--- src/rtl/log10_share_sched_if.sv ---
// Bundles the peak input, shared log10 engine link, paired result and status
// signals of log10_share_sched. slave is the scheduler side, master the environment.
interface log10_share_sched_if #(
    parameter int PEAK_W = 23,
    parameter int LOG_W  = 17,
    parameter int CNT_W  = 8
);
    logic              peak_valid;
    logic [PEAK_W-1:0] peak_left;
    logic [PEAK_W-1:0] peak_right;
    logic              eng_vin;
    logic [PEAK_W:0]   eng_din;
    logic              eng_vout;
    logic [LOG_W-1:0]  eng_dout;
    logic              log_valid;
    logic [LOG_W-1:0]  log_left;
    logic [LOG_W-1:0]  log_right;
    logic              busy;
    logic [CNT_W-1:0]  drop_cnt;
    logic              timeout_err;
    logic              stray_err;
    logic              err_clear;

    modport slave (
        input  peak_valid, peak_left, peak_right, eng_vout, eng_dout, err_clear,
        output eng_vin, eng_din, log_valid, log_left, log_right, busy,
               drop_cnt, timeout_err, stray_err
    );

    modport master (
        output peak_valid, peak_left, peak_right, eng_vout, eng_dout, err_clear,
        input  eng_vin, eng_din, log_valid, log_left, log_right, busy,
               drop_cnt, timeout_err, stray_err
    );
endinterface

--- src/rtl/log10_share_sched.sv ---
// Shares one log10 engine between left and right peaks: issues left, then right,
// pairs the two results into one log_valid strobe and tracks drop/timeout/stray errors.
module log10_share_sched #(
    parameter int PEAK_W  = 23,
    parameter int LOG_W   = 17,
    parameter int TIMEOUT = 64,
    parameter int CNT_W   = 8
) (
    input  logic                 clk,
    input  logic                 aresetn,
    log10_share_sched_if.slave   bus
);
    localparam int TMR_W = (TIMEOUT > 2) ? $clog2(TIMEOUT) : 1;

    typedef enum logic [2:0] {
        S_IDLE,
        S_ISSUE_L,
        S_WAIT_L,
        S_ISSUE_R,
        S_WAIT_R,
        S_EMIT
    } state_t;

    state_t             r_state;
    state_t             w_state_next;
    logic [PEAK_W:0]    r_eng_din;
    logic [PEAK_W-1:0]  r_peak_right;
    logic [LOG_W-1:0]   r_cap_left;
    logic [LOG_W-1:0]   r_log_left;
    logic [LOG_W-1:0]   r_log_right;
    logic [TMR_W-1:0]   r_wait_cnt;
    logic [CNT_W-1:0]   r_drop_cnt;
    logic               r_timeout_err;
    logic               r_stray_err;

    logic               w_in_wait;
    logic               w_accept;
    logic               w_drop;
    logic               w_stray;
    logic               w_expired;
    logic               w_timeout;
    logic               w_eng_vin;
    logic               w_busy;
    logic               w_log_valid;

    always_comb begin
        w_state_next = r_state;
        w_eng_vin    = 1'b0;
        w_busy       = 1'b1;
        w_log_valid  = 1'b0;
        w_in_wait    = (r_state == S_WAIT_L) || (r_state == S_WAIT_R);
        // The last wait cycle is the one where the counter has reached TIMEOUT-2.
        w_expired    = (r_wait_cnt == TMR_W'(TIMEOUT - 2));
        w_timeout    = w_in_wait && !bus.eng_vout && w_expired;
        w_stray      = bus.eng_vout && !w_in_wait;
        case (r_state)
            S_IDLE, S_EMIT: begin
                w_busy       = 1'b0;
                w_log_valid  = (r_state == S_EMIT);
                w_state_next = bus.peak_valid ? S_ISSUE_L : S_IDLE;
            end
            S_ISSUE_L: begin
                w_eng_vin    = 1'b1;
                w_state_next = S_WAIT_L;
            end
            S_WAIT_L: begin
                if (bus.eng_vout)   w_state_next = S_ISSUE_R;
                else if (w_expired) w_state_next = S_IDLE;
            end
            S_ISSUE_R: begin
                w_eng_vin    = 1'b1;
                w_state_next = S_WAIT_R;
            end
            S_WAIT_R: begin
                if (bus.eng_vout)   w_state_next = S_EMIT;
                else if (w_expired) w_state_next = S_IDLE;
            end
            default: begin
                w_state_next = S_IDLE;
            end
        endcase
        w_accept = bus.peak_valid && !w_busy;
        w_drop   = bus.peak_valid && w_busy;
    end

    always_ff @(posedge clk or negedge aresetn) begin
        if (!aresetn) begin
            r_state      <= S_IDLE;
            r_eng_din    <= '0;
            r_peak_right <= '0;
            r_cap_left   <= '0;
            r_log_left   <= '0;
            r_log_right  <= '0;
            r_wait_cnt   <= '0;
        end else begin
            r_state    <= w_state_next;
            r_wait_cnt <= w_in_wait ? r_wait_cnt + 1'b1 : '0;
            if (w_accept) begin
                r_eng_din    <= {bus.peak_left, 1'b0};
                r_peak_right <= bus.peak_right;
            end
            if ((r_state == S_WAIT_L) && bus.eng_vout) begin
                r_cap_left <= bus.eng_dout;
                r_eng_din  <= {r_peak_right, 1'b0};
            end
            // Both results move to the outputs together so the pair stays coherent.
            if ((r_state == S_WAIT_R) && bus.eng_vout) begin
                r_log_left  <= r_cap_left;
                r_log_right <= bus.eng_dout;
            end
        end
    end

    always_ff @(posedge clk or negedge aresetn) begin
        if (!aresetn) begin
            r_drop_cnt    <= '0;
            r_timeout_err <= 1'b0;
            r_stray_err   <= 1'b0;
        end else if (bus.err_clear) begin
            r_drop_cnt    <= '0;
            r_timeout_err <= 1'b0;
            r_stray_err   <= 1'b0;
        end else begin
            if (w_drop && (r_drop_cnt != '1)) r_drop_cnt <= r_drop_cnt + 1'b1;
            if (w_timeout)                    r_timeout_err <= 1'b1;
            if (w_stray)                      r_stray_err   <= 1'b1;
        end
    end

    assign bus.eng_vin     = w_eng_vin;
    assign bus.eng_din     = r_eng_din;
    assign bus.log_valid   = w_log_valid;
    assign bus.log_left    = r_log_left;
    assign bus.log_right   = r_log_right;
    assign bus.busy        = w_busy;
    assign bus.drop_cnt    = r_drop_cnt;
    assign bus.timeout_err = r_timeout_err;
    assign bus.stray_err   = r_stray_err;
endmodule

--- src/flat_wrapper.sv ---
// flat-port wrapper written by rule: the top's interface ports become plain ports
module log10_share_sched_flat 
#(
    parameter int PEAK_W  = 23,
    parameter int LOG_W   = 17,
    parameter int TIMEOUT = 64,
    parameter int CNT_W   = 8
)
  (clk, aresetn, bus_peak_valid, bus_peak_left, bus_peak_right, bus_eng_vout, bus_eng_dout, bus_err_clear, bus_eng_vin, bus_eng_din, bus_log_valid, bus_log_left, bus_log_right, bus_busy, bus_drop_cnt, bus_timeout_err, bus_stray_err);
  log10_share_sched_if #(.PEAK_W(PEAK_W), .LOG_W(LOG_W), .CNT_W(CNT_W)) bus_i ();
  input  logic clk;
  input  logic aresetn;
  input wire logic [$bits(bus_i.peak_valid)-1:0] bus_peak_valid;
  input wire logic [$bits(bus_i.peak_left)-1:0] bus_peak_left;
  input wire logic [$bits(bus_i.peak_right)-1:0] bus_peak_right;
  input wire logic [$bits(bus_i.eng_vout)-1:0] bus_eng_vout;
  input wire logic [$bits(bus_i.eng_dout)-1:0] bus_eng_dout;
  input wire logic [$bits(bus_i.err_clear)-1:0] bus_err_clear;
  output wire logic [$bits(bus_i.eng_vin)-1:0] bus_eng_vin;
  output wire logic [$bits(bus_i.eng_din)-1:0] bus_eng_din;
  output wire logic [$bits(bus_i.log_valid)-1:0] bus_log_valid;
  output wire logic [$bits(bus_i.log_left)-1:0] bus_log_left;
  output wire logic [$bits(bus_i.log_right)-1:0] bus_log_right;
  output wire logic [$bits(bus_i.busy)-1:0] bus_busy;
  output wire logic [$bits(bus_i.drop_cnt)-1:0] bus_drop_cnt;
  output wire logic [$bits(bus_i.timeout_err)-1:0] bus_timeout_err;
  output wire logic [$bits(bus_i.stray_err)-1:0] bus_stray_err;
  assign bus_i.peak_valid = bus_peak_valid;
  assign bus_i.peak_left = bus_peak_left;
  assign bus_i.peak_right = bus_peak_right;
  assign bus_i.eng_vout = bus_eng_vout;
  assign bus_i.eng_dout = bus_eng_dout;
  assign bus_i.err_clear = bus_err_clear;
  assign bus_eng_vin = bus_i.eng_vin;
  assign bus_eng_din = bus_i.eng_din;
  assign bus_log_valid = bus_i.log_valid;
  assign bus_log_left = bus_i.log_left;
  assign bus_log_right = bus_i.log_right;
  assign bus_busy = bus_i.busy;
  assign bus_drop_cnt = bus_i.drop_cnt;
  assign bus_timeout_err = bus_i.timeout_err;
  assign bus_stray_err = bus_i.stray_err;
  log10_share_sched #(.PEAK_W(PEAK_W), .LOG_W(LOG_W), .TIMEOUT(TIMEOUT), .CNT_W(CNT_W)) u_core (.clk(clk), .aresetn(aresetn), .bus(bus_i));
endmodule
--- config.mk ---
export PLATFORM = sky130hd
export DESIGN_NAME = log10_share_sched_flat
export DESIGN_NICKNAME = d
export VERILOG_FILES = /design/src/rtl/log10_share_sched_if.sv /design/src/rtl/log10_share_sched.sv /design/src/flat_wrapper.sv
export SDC_FILE = /design/constraint.sdc
export NUM_CORES = 1
export LEC_CHECK = 0
export ABC_AREA = 0
export CORE_UTILIZATION = 48
export DETAILED_ROUTE_END_ITERATION = 16
export PLACE_DENSITY = 0.8
export SLEW_MARGIN = 20
export SYNTH_ARGS = -nofsm -noshare
export SYNTH_HDL_FRONTEND = slang
export SYNTH_SLANG_ARGS = --single-unit
--- constraint.sdc ---
create_clock -name clk -period 2.2 [get_ports clk]
set_input_delay 0.44 -clock clk [delete_from_list [all_inputs] [get_ports clk]]
set_output_delay 0.44 -clock clk [all_outputs]
set_load 0.05 [all_outputs]
==> impl_metrics.py, run 1 <==
metrics = {
    "placement": {
        "place_worst_setup_slack_ps": 158.0,
        "place_congestion": 0.7990,
        "dp.cells": 621,
        "port_buffers": 137,
        "dp.final_hpwl_um": 7087,
    },
    "global_routing": {
        "grt.overflow.total": 0,
        "number_of_antenna_violations_at_the_first_check_in_global_routing": 0,
        "gr-usage-all-layers_pct": 20.45,
        "grt_pass1_wl_um": 16290,
        "grt_max_degree": 56,
        "grt_pass1_vias": 3413,
    },
    "cells_and_area": {
        "finish.utilization_pct": 71.30,
        "most-common-layout-cells": "sky130_fd_sc_hd__clkdlybuf4s50_1 (125), sky130_fd_sc_hd__dfrtp_1 (114), sky130_fd_sc_hd__mux2_2 (75)",
        "layout.cells.non_filler": 654,
        "drive_above_1_share_pct": 24.38,
        "final.fill_count": 678,
        "inserted_diodes": 0,
        "area_growth_pct": 43.63,
        "final_common_cell": "sky130_fd_sc_hd__clkdlybuf4s50_1",
        "layout.nets": 579,
    },
    "critical_path": {
        "worst_ep_required_time_ps": 1760,
        "slowest_stage": "sky130_fd_sc_hd__clkdlybuf4s50_1",
        "r2r_slack_ps": 450,
        "crit_chain": "clkdlybuf4s50_1",
        "worst_setup_sp_type": "register",
        "critPathTopFamily": "buffers and inverters",
        "worst_path_arrival_time_ps": 1690,
        "timing.critical_path.fanout_max": 2,
        "worst-path-buf-inv": 1,
        "origin_of_the_critical_flop_to_flop_path": "u_core.r_state[1]$_DFF_PN0_",
        "worstSetupPathType": "register to output pin",
        "reg2regPathDepth": 4,
        "startpoint": "u_core.bus.eng_din[20]$_DFFE_PN0P_",
        "timing.critical_path.slowest_cell_delay_ps": 830,
        "cp_endpoint_kind": "output pin",
        "endpoint_of_the_lowest_slack_register_to_register_path": "u_core.bus.log_left[1]$_DFFE_PN0P_",
    },
    "timing": {
        "skew_ps": 16.99,
        "worst_slew_margin_rel_pct": 63.62,
        "timing.final.setup_violations": 0,
        "grt_setup_unrepaired": "no",
        "hold_slack_ps": 439.8,
        "final-hold-violation-count": 0,
        "final.min_clock_period_ps": 2128,
        "final_min_period_over_clock_period_pct": 96.74,
        "timing.fmax_mhz": 469.9,
        "setup_ws_ps": 71.67,
        "finalMaxSlewViolations": 0,
        "tightest_slew_ps": 544.0,
        "totalNegativeSetupSlack_ps": 0,
    },
    "cts": {
        "cts_inserted_buffers": 17,
        "htreeDepth": 4,
        "worstSkewPairLatency_ps": 500,
        "numClockSinks": 116,
        "clock_slew_seen_by_the_registers_of_the_worst_setup_and_hold_paths_ps": 60,
        "buffer_depth_of_the_longest_clock_path": 2,
        "clk_tree_root_cell": "sky130_fd_sc_hd__clkbuf_8",
        "post-cts-setup-buffers": 0,
        "clock_tree_from_tritoncts": "yes",
    },
    "run": {
        "max-cap-violations": 0,
    },
    "logic_synthesis": {
        "share_of_synthesized_registers_carrying_an_async_set_or_reset_pct": 100.0,
        "synth-edff-count": 0,
        "synth_seq_area_share_pct": 59.55,
        "postSynthRegisterBits": 116,
        "synth_ff_type": "sky130_fd_sc_hd__dfrtp_1",
        "yosysWarningCount": 0,
        "syn_avg_cell_area_um2": 13.43,
        "synth_cell_types": 46,
        "post_synth_inst_count": 363,
        "synth_nets": 434,
        "synth.cell_area_mm2": 0.004875,
    },
    "detailed_routing": {
        "antenna_violating_nets_post_route": 0,
        "drt_first_pass_iters": 5,
        "wl_per_cell_um": 16.01,
        "route.detailed.drc": 0,
        "wirelength_um": 10470,
        "detail_route.iter0.violations": 56,
        "num_vias": 3380,
        "post_drt_via_cell_ratio": 5.168,
    },
    "hold_path": {
        "hold_class": "primary input to async pin",
    },
    "die": {
        "core.rowCount": 36,
        "core_mm2": 0.009819,
        "floorplan.io_pins": 139,
        "initial_utilization_pct": 49.64,
        "dieHeight_um": 102.8,
        "die-area_mm2": 0.01056,
        "die_x_um": 102.8,
    },
    "pwr": {
        "leakagePower_nw": 2.987,
        "power-per-cell-area_mw_per_mm2": 1688,
        "peakVddDrop_mv": 0.9589,
    },
    "run_status": {
        "status": "finished clean",
    },
}
state kept, by name, summed over array words and instances, names as in the netlist:
register                count
u_core.r_wait_cnt           6
u_core.r_cap_left          17
u_core.bus.eng_din         23
u_core.r_peak_right        23
u_core.bus.log_right       17
u_core.bus.drop_cnt         8
u_core.bus.log_left        17
u_core.bus.timeout_err      1
u_core.bus.stray_err        1
u_core.r_state              3
worst max-delay path by stage:
stage | to | slack (ps) | depth (start not counted)
floorplan | u_core.bus.drop_cnt[4]$_DFFE_PN0P_ | 310 | 5
CTS | bus_drop_cnt[0] | 3 | 1
detailed placement | u_core.r_cap_left[1]$_DFFE_PN0P_ | 160 | 4
finish | bus_eng_din[20] | 70 | 1
global placement | u_core.r_cap_left[12]$_DFFE_PN0P_ | 220 | 4
global route | bus_log_left[4] | 0.9 | 1
synth_stat cells, types with 3 or more instances:
master / number / share of area (%)
sky130_fd_sc_hd__a31oi_1: 4 / 0.51
sky130_fd_sc_hd__nand2_1: 28 / 2.2
sky130_fd_sc_hd__mux2i_1: 24 / 4.9
sky130_fd_sc_hd__buf_2: 4 / 0.41
sky130_fd_sc_hd__inv_1: 5 / 0.39
sky130_fd_sc_hd__o21ai_1: 4 / 0.41
sky130_fd_sc_hd__nand2b_1: 3 / 0.39
sky130_fd_sc_hd__buf_4: 3 / 0.46
sky130_fd_sc_hd__dfrtp_1: 116 / 60
sky130_fd_sc_hd__clkbuf_1: 6 / 0.46
sky130_fd_sc_hd__nor2_1: 12 / 0.92
sky130_fd_sc_hd__and3_1: 3 / 0.39
sky130_fd_sc_hd__ha_1: 3 / 0.77
sky130_fd_sc_hd__mux2_2: 75 / 17
sky130_fd_sc_hd__o21ai_0: 21 / 2.2
sky130_fd_sc_hd__nand3_1: 4 / 0.41
sky130_fd_sc_hd__buf_6: 7 / 1.6
sky130_fd_sc_hd__a21oi_1: 6 / 0.62
sky130_fd_sc_hd__xor2_1: 3 / 0.54
sky130_fd_sc_hd__nor3_1: 4 / 0.41
report_power, final:
part,leakage [nW],total [mW],internal (mW),switching (mW)
Combinational,1.30,5.50,2.24,3.27
Clock,0.265,2.62,1.62,1.00
Sequential,1.42,3.69,3.12,0.570
Total,2.99,11.8,6.98,4.84
kinds of logic after synthesis:
logic type	share of synthesized area, %
simple gates	7.752
other cells	0.07693
mux	22.25
compound gates	4.980
flops	59.55
buf+inv	3.337
fa+ha+maj	0.7701
xor+xnor	1.284
stage by stage:
stage / power [mW] / cell area [um^2]
final: 11.82 / 7002
after global routing: 12.39 / 7002
after CTS: 11.92 / 6984
after detailed placement: 9.236 / 6406
after global placement: 9.061 / 6406
after floorplan: 7.427 / 4875
final cells by class:
class / count / area [um^2] / share of cell area, %
clock buffers: 18 / 417.9 / 5.969
clock inverters: 14 / 151.4 / 2.162
inverters: 5 / 18.77 / 0.2680
multi-input cells: 222 / 1814 / 25.91
flip-flops and latches: 116 / 2905 / 41.49
well taps: 133 / 166.4 / 2.377
repair buffers: 146 / 1528 / 21.82
metal layers:
metal,up-vias,share of wire (%),GRT usage (%)
li1,1572,-,-
met1,1692,43,25.26
met2,109,50,34.41
met3,7,6.7,6.373
met4,0,0.81,6.501
met5,-,0,0
timing repair:
item	CTS	global route
endpoints found under the hold margin	33	0
gates resized for setup	5	6
setup endpoints to repair	5	6
gates cloned	0	0
hold buffers	1	0
Power figures use the tool's default switching activity.
==> run 2: changes to the inputs <==
CORE_UTILIZATION = 49   (was 48)
CTS_BUF_LIST = sky130_fd_sc_hd__clkbuf_8   (was not set)
PLACE_DENSITY = 0.82   (was 0.8)
==> run 2 against run 1 <==
Final area down 2.6%. Wire length down 1.9%. First-iteration DRC count up 95%. Combinational power about the same. Fmax up 0.15%. Worst setup slack better by 3.3 ps. Register-to-register slack better by 20 ps. Via count down 0.68%. Die area down 2.0%. Sequential share of layout area up 1.1 points. Critical endpoint is now bus_drop_cnt[4]. Largest cell class unchanged. Largest power group unchanged. Highest routed layer unchanged.
==> impl_metrics.py, run 2 (same netlist as run 1, synthesis figures left out) <==
metrics = {
    "timing": {
        "finalMaxSlewViolations": 0,
        "grt_setup_unrepaired": "no",
        "setup_ws_ps": 74.95,
        "hold_slack_ps": 63.56,
        "final_min_period_over_clock_period_pct": 96.59,
        "final.min_clock_period_ps": 2125,
        "timing.fmax_mhz": 470.6,
        "tightest_slew_ps": 619.8,
        "skew_ps": 6.401,
        "timing.final.setup_violations": 0,
        "totalNegativeSetupSlack_ps": 0,
        "worst_slew_margin_rel_pct": 58.68,
        "final-hold-violation-count": 0,
    },
    "pwr": {
        "share_seq_of_total_power_pct": 32.8,
        "peakVddDrop_mv": 1.011,
        "share_clk_of_total_power_pct": 18.3,
        "totalPowerFinal_mw": 11.24,
        "leakagePower_nw": 2.842,
        "power-per-cell-area_mw_per_mm2": 1649,
        "internal_power_mw": 6.576,
        "pwr-share-comb_pct": 49.0,
        "switching_share_pct": 41.52,
        "power_switching_mw": 4.668,
    },
    "cells_and_area": {
        "drive_above_1_share_pct": 23.98,
        "layout.nets": 576,
        "finish.utilization_pct": 70.10,
        "area_growth_pct": 39.91,
        "most-common-layout-cells": "sky130_fd_sc_hd__clkdlybuf4s50_1 (132), sky130_fd_sc_hd__dfrtp_1 (114), sky130_fd_sc_hd__mux2_2 (75)",
        "final_common_cell": "sky130_fd_sc_hd__clkdlybuf4s50_1",
        "inserted_diodes": 0,
    },
    "detailed_routing": {
        "drt_first_pass_iters": 6,
        "detail_route.iter0.violations": 109,
        "route.detailed.drc": 0,
        "wl_per_cell_um": 15.80,
        "antenna_violating_nets_post_route": 0,
        "num_vias": 3357,
        "post_drt_via_cell_ratio": 5.165,
        "wirelength_um": 10270,
    },
    "run_status": {
        "status": "finished clean",
    },
    "die": {
        "initial_utilization_pct": 50.10,
        "floorplan.io_pins": 139,
        "dieHeight_um": 101.7,
        "die-area_mm2": 0.01035,
        "core_mm2": 0.009729,
        "core.rowCount": 36,
        "die_x_um": 101.7,
    },
    "global_routing": {
        "grt_pass1_vias": 3424,
        "number_of_antenna_violations_at_the_first_check_in_global_routing": 0,
        "grt.overflow.total": 0,
        "grt_pass1_wl_um": 16470,
        "gr-usage-all-layers_pct": 21.19,
        "grt_max_degree": 117,
    },
    "cts": {
        "buffer_depth_of_the_longest_clock_path": 2,
        "numClockSinks": 116,
        "cts_inserted_buffers": 17,
        "clk_tree_root_cell": "sky130_fd_sc_hd__clkbuf_8",
        "worstSkewPairLatency_ps": 420,
        "clock_tree_from_tritoncts": "yes",
        "post-cts-setup-buffers": 0,
        "cts-hold-fix-buffers": 0,
        "htreeDepth": 4,
        "clock_slew_seen_by_the_registers_of_the_worst_setup_and_hold_paths_ps": 70,
    },
    "critical_path": {
        "worst_ep_required_time_ps": 1760,
        "origin_of_the_critical_flop_to_flop_path": "u_core.r_state[1]$_DFF_PN0_",
        "worstSetupPathType": "register to output pin",
        "worst_path_arrival_time_ps": 1690,
        "worst-path-buf-inv": 1,
        "startpoint": "u_core.bus.drop_cnt[4]$_DFFE_PN0P_",
        "cp_endpoint_kind": "output pin",
        "crit_chain": "clkdlybuf4s50_1",
        "worst_setup_sp_type": "register",
        "r2r_slack_ps": 470,
        "timing.critical_path.fanout_max": 6,
        "timing.critical_path.slowest_cell_delay_ps": 830,
        "endpoint_of_the_lowest_slack_register_to_register_path": "u_core.bus.log_left[12]$_DFFE_PN0P_",
        "reg2regPathDepth": 4,
        "critPathTopFamily": "buffers and inverters",
        "slowest_stage": "sky130_fd_sc_hd__clkdlybuf4s50_1",
    },
    "placement": {
        "place_congestion": 0.8388,
        "dp.final_hpwl_um": 6968,
        "place_worst_setup_slack_ps": 144.8,
        "port_buffers": 137,
    },
    "run": {
        "max-cap-violations": 0,
    },
    "hold_path": {
        "hold_class": "primary input to async pin",
    },
}
## run 2: cell count changes in the layout (fill, tap and decap cells not counted), moves of 3 or more
cell / delta
sky130_fd_sc_hd__clkinvlp_4: -4
sky130_fd_sc_hd__clkbuf_8: +20
sky130_fd_sc_hd__clkbuf_16: -16
sky130_fd_sc_hd__clkdlybuf4s50_1: +7
sky130_fd_sc_hd__inv_6: -4
sky130_fd_sc_hd__dlygate4sd2_1: -3
sky130_fd_sc_hd__dlymetal6s2s_1: -4
## run 2: layout make-up
| cell class | count | area [um^2] |
|---|---|---|
| Inverter | 5 | 18.77 |
| Multi-Input combinational cell | 222 | 1814 |
| Clock inverter | 10 | 130.1 |
| Sequential cell | 116 | 2905 |
| Fill cell | 697 | 2909 |
| Clock buffer | 21 | 289.0 |
| Timing Repair Buffer | 143 | 1496 |
| Tap cell | 133 | 166.4 |
## run 2: worst max-delay path by stage
stage	slack [ps]	endpoint	cells past startpoint
2_1_floorplan	310	u_core.bus.drop_cnt[4]$_DFFE_PN0P_	5
3_3_place_gp	220	u_core.r_cap_left[14]$_DFFE_PN0P_	4
3_5_place_dp	140	u_core.r_cap_left[1]$_DFFE_PN0P_	4
4_1_cts	20	bus_busy	4
5_1_grt	10	bus_drop_cnt[6]	1
6_report	70	bus_drop_cnt[4]	1
## run 2: power groups by stage
stage	registers (mW)	clock network, mW	logic [mW]
6_report	3.68	2.05	5.51
5_1_grt	3.82	2.21	5.81
4_1_cts	3.69	2.09	5.55
3_5_place_dp	3.71	0	5.54
3_3_place_gp	3.65	0	5.39
2_1_floorplan	5.47	0	1.96
## run 2: routing by layer
| metal | share of wire, % | track usage [%] |
|---|---|---|
| met3 | 6.1 | 6.487 |
| met2 | 48 | 33.89 |
| met1 | 44 | 26.77 |
| met5 | 0 | 0 |
| met4 | 2.0 | 9.030 |
## run 2: timing repair
item / CTS / global route
pin swaps: 0 / 0
setup endpoints to repair: 1 / 2
gates resized for setup: 1 / 3
## run 2: stage by stage
stage | cell area, um^2 | cells
after floorplan | 4875 | 363
after global placement | 6391 | 619
after detailed placement | 6391 | 619
after CTS | 6812 | 650
after global routing | 6820 | 650
final | 6820 | 650
